$ cat src/rtl/mem_port_arbiter.sv
// Two-port arbiter for the MEM_main data port: the CPU and the loader share one
// registered memory interface, and each access runs IDLE -> ACCESS -> DONE.
module mem_port_arbiter #(
  parameter int AW = 10
) (
  input  logic        clk,
  input  logic        rst,
  input  logic        cpu_req,
  input  logic        cpu_we,
  input  logic [31:0] cpu_addr,
  input  logic [31:0] cpu_wdata,
  output logic        cpu_ack,
  output logic        cpu_err,
  input  logic        ld_req,
  input  logic        ld_we,
  input  logic [31:0] ld_addr,
  input  logic [31:0] ld_wdata,
  output logic        ld_ack,
  output logic        ld_err,
  output logic [31:0] rdata,
  output logic        busy,
  output logic        Mem_WrEn,
  output logic [31:0] ALU_MEM_Addr,
  output logic [31:0] MEM_DataIn,
  input  logic [31:0] MEM_DataOut
);

  typedef enum logic [1:0] {IDLE, ACCESS, DONE} state_t;

  state_t      state, state_nxt;
  logic        last_grant;   // 0 = cpu, 1 = ld
  logic        gnt_id;
  logic        gnt_we;
  logic        gnt_in_range;
  logic        grant;
  logic        pick_ld;
  logic        sel_we;
  logic        sel_in_range;
  logic [31:0] sel_addr;
  logic [31:0] sel_wdata;

  always_ff @(posedge clk or posedge rst) begin
    if (rst) state <= IDLE;
    else     state <= state_nxt;
  end

  // On conflict the port that did not win last time is granted.
  always_comb begin
    state_nxt = state;
    grant     = 1'b0;
    pick_ld   = 1'b0;
    case (state)
      IDLE: begin
        if (cpu_req || ld_req) begin
          grant     = 1'b1;
          pick_ld   = ld_req && (!cpu_req || !last_grant);
          state_nxt = ACCESS;
        end
      end
      ACCESS:  state_nxt = DONE;
      DONE:    state_nxt = IDLE;
      default: state_nxt = IDLE;
    endcase
  end

  assign sel_we       = pick_ld ? ld_we    : cpu_we;
  assign sel_addr     = pick_ld ? ld_addr  : cpu_addr;
  assign sel_wdata    = pick_ld ? ld_wdata : cpu_wdata;
  assign sel_in_range = (sel_addr[31:AW] == '0);
  assign busy         = (state != IDLE);

  always_ff @(posedge clk or posedge rst) begin
    if (rst) begin
      last_grant   <= 1'b1;
      gnt_id       <= 1'b0;
      gnt_we       <= 1'b0;
      gnt_in_range <= 1'b0;
      Mem_WrEn     <= 1'b0;
      ALU_MEM_Addr <= '0;
      MEM_DataIn   <= '0;
      rdata        <= '0;
      cpu_ack      <= 1'b0;
      cpu_err      <= 1'b0;
      ld_ack       <= 1'b0;
      ld_err       <= 1'b0;
    end else begin
      cpu_ack <= 1'b0;
      cpu_err <= 1'b0;
      ld_ack  <= 1'b0;
      ld_err  <= 1'b0;
      case (state)
        IDLE: begin
          if (grant) begin
            last_grant   <= pick_ld;
            gnt_id       <= pick_ld;
            gnt_we       <= sel_we;
            gnt_in_range <= sel_in_range;
            ALU_MEM_Addr <= sel_addr;
            MEM_DataIn   <= sel_wdata;
            Mem_WrEn     <= sel_we && sel_in_range;
          end
        end
        ACCESS: begin
          Mem_WrEn <= 1'b0;
          // Out-of-range reads return zero; in-range writes leave rdata alone.
          if (!gnt_in_range) rdata <= '0;
          else if (!gnt_we)  rdata <= MEM_DataOut;
          if (gnt_id) begin
            ld_ack <= 1'b1;
            ld_err <= !gnt_in_range;
          end else begin
            cpu_ack <= 1'b1;
            cpu_err <= !gnt_in_range;
          end
        end
        default: ;
      endcase
    end
  end

endmodule
$ cat config.mk
export PLATFORM = sky130hd
export DESIGN_NAME = mem_port_arbiter
export DESIGN_NICKNAME = d
export VERILOG_FILES = /design/src/rtl/mem_port_arbiter.sv
export SDC_FILE = /design/constraint.sdc
export NUM_CORES = 1
export LEC_CHECK = 0
export CORE_AREA = 2 2 113 115
export CTS_CLUSTER_DIAMETER = 60
export DETAILED_ROUTE_END_ITERATION = 16
export DIE_AREA = 0 0 115 117
export PLACE_DENSITY = 0.81
export SLEW_MARGIN = 5
export SYNTH_ARGS = -nofsm -noshare
export SYNTH_HDL_FRONTEND = slang
export SYNTH_SLANG_ARGS = --single-unit
$ cat constraint.sdc
create_clock -name clk -period 4.2 [get_ports clk]
set_input_delay 0.63 -clock clk [delete_from_list [all_inputs] [get_ports clk]]
set_output_delay 0.63 -clock clk [all_outputs]
set_load 0.02 [all_outputs]
==> summary.md <==
| Metric | Value |
|---|---|
| Mux contribution to synthesized area | 5.06% |
| Final number of setup-violating endpoints | 0 |
| Layout cells sized above 1 | between 3 and 4% |
| Least-Margin Pin Slew | roughly 1.2 ns |
| CTS Buf Count | 9 |
| Post-CTS Setup Repair Bufs | 0 |
| Cell count of the worst hold path | 1 |
| Synth Area in Compound Gates | 17.8% |
| N_diodes | 0 |
| Outcome | complete, no violations |
| Root buffer cell | clkbuf_16 |
| Synthesized area per cell | 9.67 sq um |
| Post-route antenna net violation count | 0 |
| Post-synthesis simple-gate area fraction | a little over an eighth |
| Reg clk slew, reported paths | 0.07 ns |
| Max-cap viol count | 0 |
| Mapped Cells | 473 |
| Cell area after synthesis | 0.00457 sq mm |
| Sequential area share after synthesis | about three fifths |
| Gates resized, CTS repair | 0 |
| Max Freq | 411 MHz |
| Worst endpoint data arrival time | about 2.6 ns |
| Hold path endpoint | cpu_ack$_DFF_PP0_ |
| Adder-cell share of the synthesized area | 0% |
| Total track usage | 20.9% |
| Vias in the first global route | approximately 4400 |
| XOR/XNOR Fraction of Synth Area | 0% |
| Share of the synthesized area in the top cell type | 58.0% |
| Switching share of power | a little under two fifths |
| Total gr overflow | 0 |
| CTS Sinks | roughly 110 |
| Psw | 0.00172 W |
| Clk_skew | 0.00861 ns |
| R2R depth | 5 |
| Slowest cell on crit path | a21bo_2 |
| First-pass GRT wire length | 22000 um |
| Largest net degree at the start of global routing | 86 |
| R2r setup slk | 2.06 ns |
| CP Launch Type | input port |
| H-tree levels | 3 |
| Die Ht | 117 um |
| Initial antenna violation count | 0 |
| Post-synth top area cell | dfrtp_1 |
| Final net count | 884 |
| DIE WIDTH | 115 um |
| Min Clock Period, post-route | around 2.4 ns |
| Power density cells | 592 mW/mm^2 |
| Max-slew violation count | 0 |
| Worst path required time | 4.37 ns |
| Worst hold path type | reg -> reg |
| Crit. End Element | flip-flop |
| Ys Warns | 0 |
| Setup slack at placement | approximately 1.4 ns |
| Reg power frac | 34.8% |
| Combinational power share | 46.8% |
| Endpoints failing hold | 0 |
| Commonest non-fill, non-tap cell in the layout | clkdlybuf4s50_1 |
| Largest family of logic cells by synthesized area | compound AO/OA/AOI/OAI gates |
| Core Area | 0.0123 sq mm |
| Hold Buf Count CTS | 0 |
| RSZ-0062 raised after global routing | false |
| Period utilization | between 50% and 60% |
| I/O Pins | 268 |
| Crit path cell chain | clkdlybuf4s50_1 > a21bo_2 > nor2_4 > buf_4 > mux2i_1 > o21ai_0 |
| Routed WL per cell | approximately 16 um |
| Row Count | 41 |
| Routed WL | 14200 um |
| DR vias | 4372 |
| Final setup margin | ~1.8 ns |
| Worst slew margin | 23.3% |
| Worst r2r src | last_grant$_DFFE_PP1P_ |
| Post-synthesis register bit count | 107 |
| 1st-iter DRT viols | 238 |
| Clock share of power | 18.5% |
| Via/cell ratio | roughly 5.0 |
| Crit Path Category | in -> reg |
| GPL Wtd Cong | a little under 0.9 |
| Start point of the worst hold path | gnt_id$_DFFE_PP0P_ |
| Die area | 0.0135 sq mm |
| Library cells used by synthesis | 26 |
| Number of remaining DRC errors | 0 |
| Port bufs | roughly 270 |
| CTS tree | built |
| CTS Buffer Depth | 2 |
| Worst R2R End | ALU_MEM_Addr[19]$_DFFE_PP0P_ |
| Setup TNS | 0 ns |
| CP max stage delay | 0.53 ns |
| Synth-to-Final Area Change | 65.7% |
| Pleak | 3.08 nW |
| Pre-antenna DRT Iters | 4 |
| Most frequent cells in the layout | clkdlybuf4s50_1 (267), nand2_1 (128), dfrtp_1 (106), o21ai_0 (90), o22ai_1 (44) |
| Net Count, Synth | between 600 and 700 |
| Maximum vdd drop | 0.378 mV |
| Pint | around 0.0028 W |
| DP HPWL | 10800 um |
| Synth top area cells | dfrtp_1 (58%), nand2_1 (11%), o21ai_0 (9.8%) |
| Starting Density | 37.1% |
| Clock latency on the worst-skew pair | 0.33 ns |
| CP Max Fanout | 48 |
## final cells by class
type | instances | area, sq um
Fill cell | 1015 | 4730
Timing Repair Buffer | 273 | 2720
Sequential cell | 107 | 2680
Multi-Input combinational cell | 323 | 1680
Clock buffer | 14 | 274
Tap cell | 150 | 188
Inverter | 4 | 22.5
Clock inverter | 2 | 17.5
## cell families (layout without fill, tap and decap cells)
group | count (synthesis) | count (layout)
AND/OR/NAND/NOR | 153 | 153
AO/OA/AOI/OAI | 147 | 147
flip-flops | 107 | 107
buffers and inverters | 43 | 293
multiplexers | 23 | 23
## critical path: cells and delay by family
kind                   cells  cell delay, ns
AND/OR/NAND/NOR            1            0.20
buffers and inverters      2            0.88
AO/OA/AOI/OAI              2            0.63
multiplexers               1            0.23
## registers in the layout, summed over array words and instances, names as in the netlist, 2 cells and up
name	count
state	2
rdata	32
MEM_DataIn	32
ALU_MEM_Addr	32
## per-layer routing
| metal | share of wire (%) | wire length (um) | up-vias | track usage (%) |
|---|---|---|---|---|
| met3 | 7.0 | 991 | 25 | 6.23 |
| met5 | 0 | 0 | - | 0 |
| met2 | 51 | 7230 | 169 | 36.7 |
| met4 | 2.7 | 391 | 0 | 8.51 |
| met1 | 39 | 5620 | 2044 | 24.1 |
| li1 | - | - | 2134 | - |
## worst max-delay path by stage
| stage | from | slack [ns] | end | cells after the start |
|---|---|---|---|---|
| after CTS | ld_req | 1.79 | ALU_MEM_Addr[19]$_DFFE_PP0P_ | 6 |
| after detailed placement | ld_req | 1.43 | ALU_MEM_Addr[17]$_DFFE_PP0P_ | 6 |
| final | ld_req | 1.77 | ALU_MEM_Addr[19]$_DFFE_PP0P_ | 6 |
| after global routing | cpu_req | 1.62 | MEM_DataIn[7]$_DFFE_PP0P_ | 6 |
| after floorplan | rst | 0.75 | ALU_MEM_Addr[0]$_DFFE_PP0P_ | 1 |
| after global placement | ld_req | 1.50 | gnt_in_range$_DFFE_PP0P_ | 5 |
## cells in the mapped netlist, drive strengths merged
library cell and count:
nor3 2, buf 18, nand4 2, clkinv 1, a32o 1, o211ai 1, mux2i 22, dfrtp 106
o21ai 96, dfstp 1, a21o 3, mux2 1, o22ai 44, inv 3, or4bb 1, nor2 6
o311a 1, nand2 128, a21bo 1, or2 2, nand2b 2, clkbuf 21, nor4 10
## stage by stage
stage	std cells	hold slack (ns)	cell area [sq um]	utilization (%)	power [W]
2_1_floorplan	473	0.427	4570	-	0.00272
3_3_place_gp	857	0.435	7290	59.2	0.00363
3_5_place_dp	857	0.442	7290	59.2	0.00369
4_1_cts	873	0.461	7580	61.6	0.00454
5_1_grt	873	0.502	7580	61.6	0.00477
6_report	873	0.464	7580	61.6	0.00449
## power groups by stage
stage	Clock, W	Combinational, W	Sequential [W]
2_1_floorplan	0	0.000775	0.00194
3_3_place_gp	0	0.00206	0.00156
3_5_place_dp	0	0.00212	0.00157
4_1_cts	0.000854	0.00212	0.00156
5_1_grt	0.000898	0.00227	0.00160
6_report	0.000828	0.00210	0.00156
(Power assumes the default switching activity.)
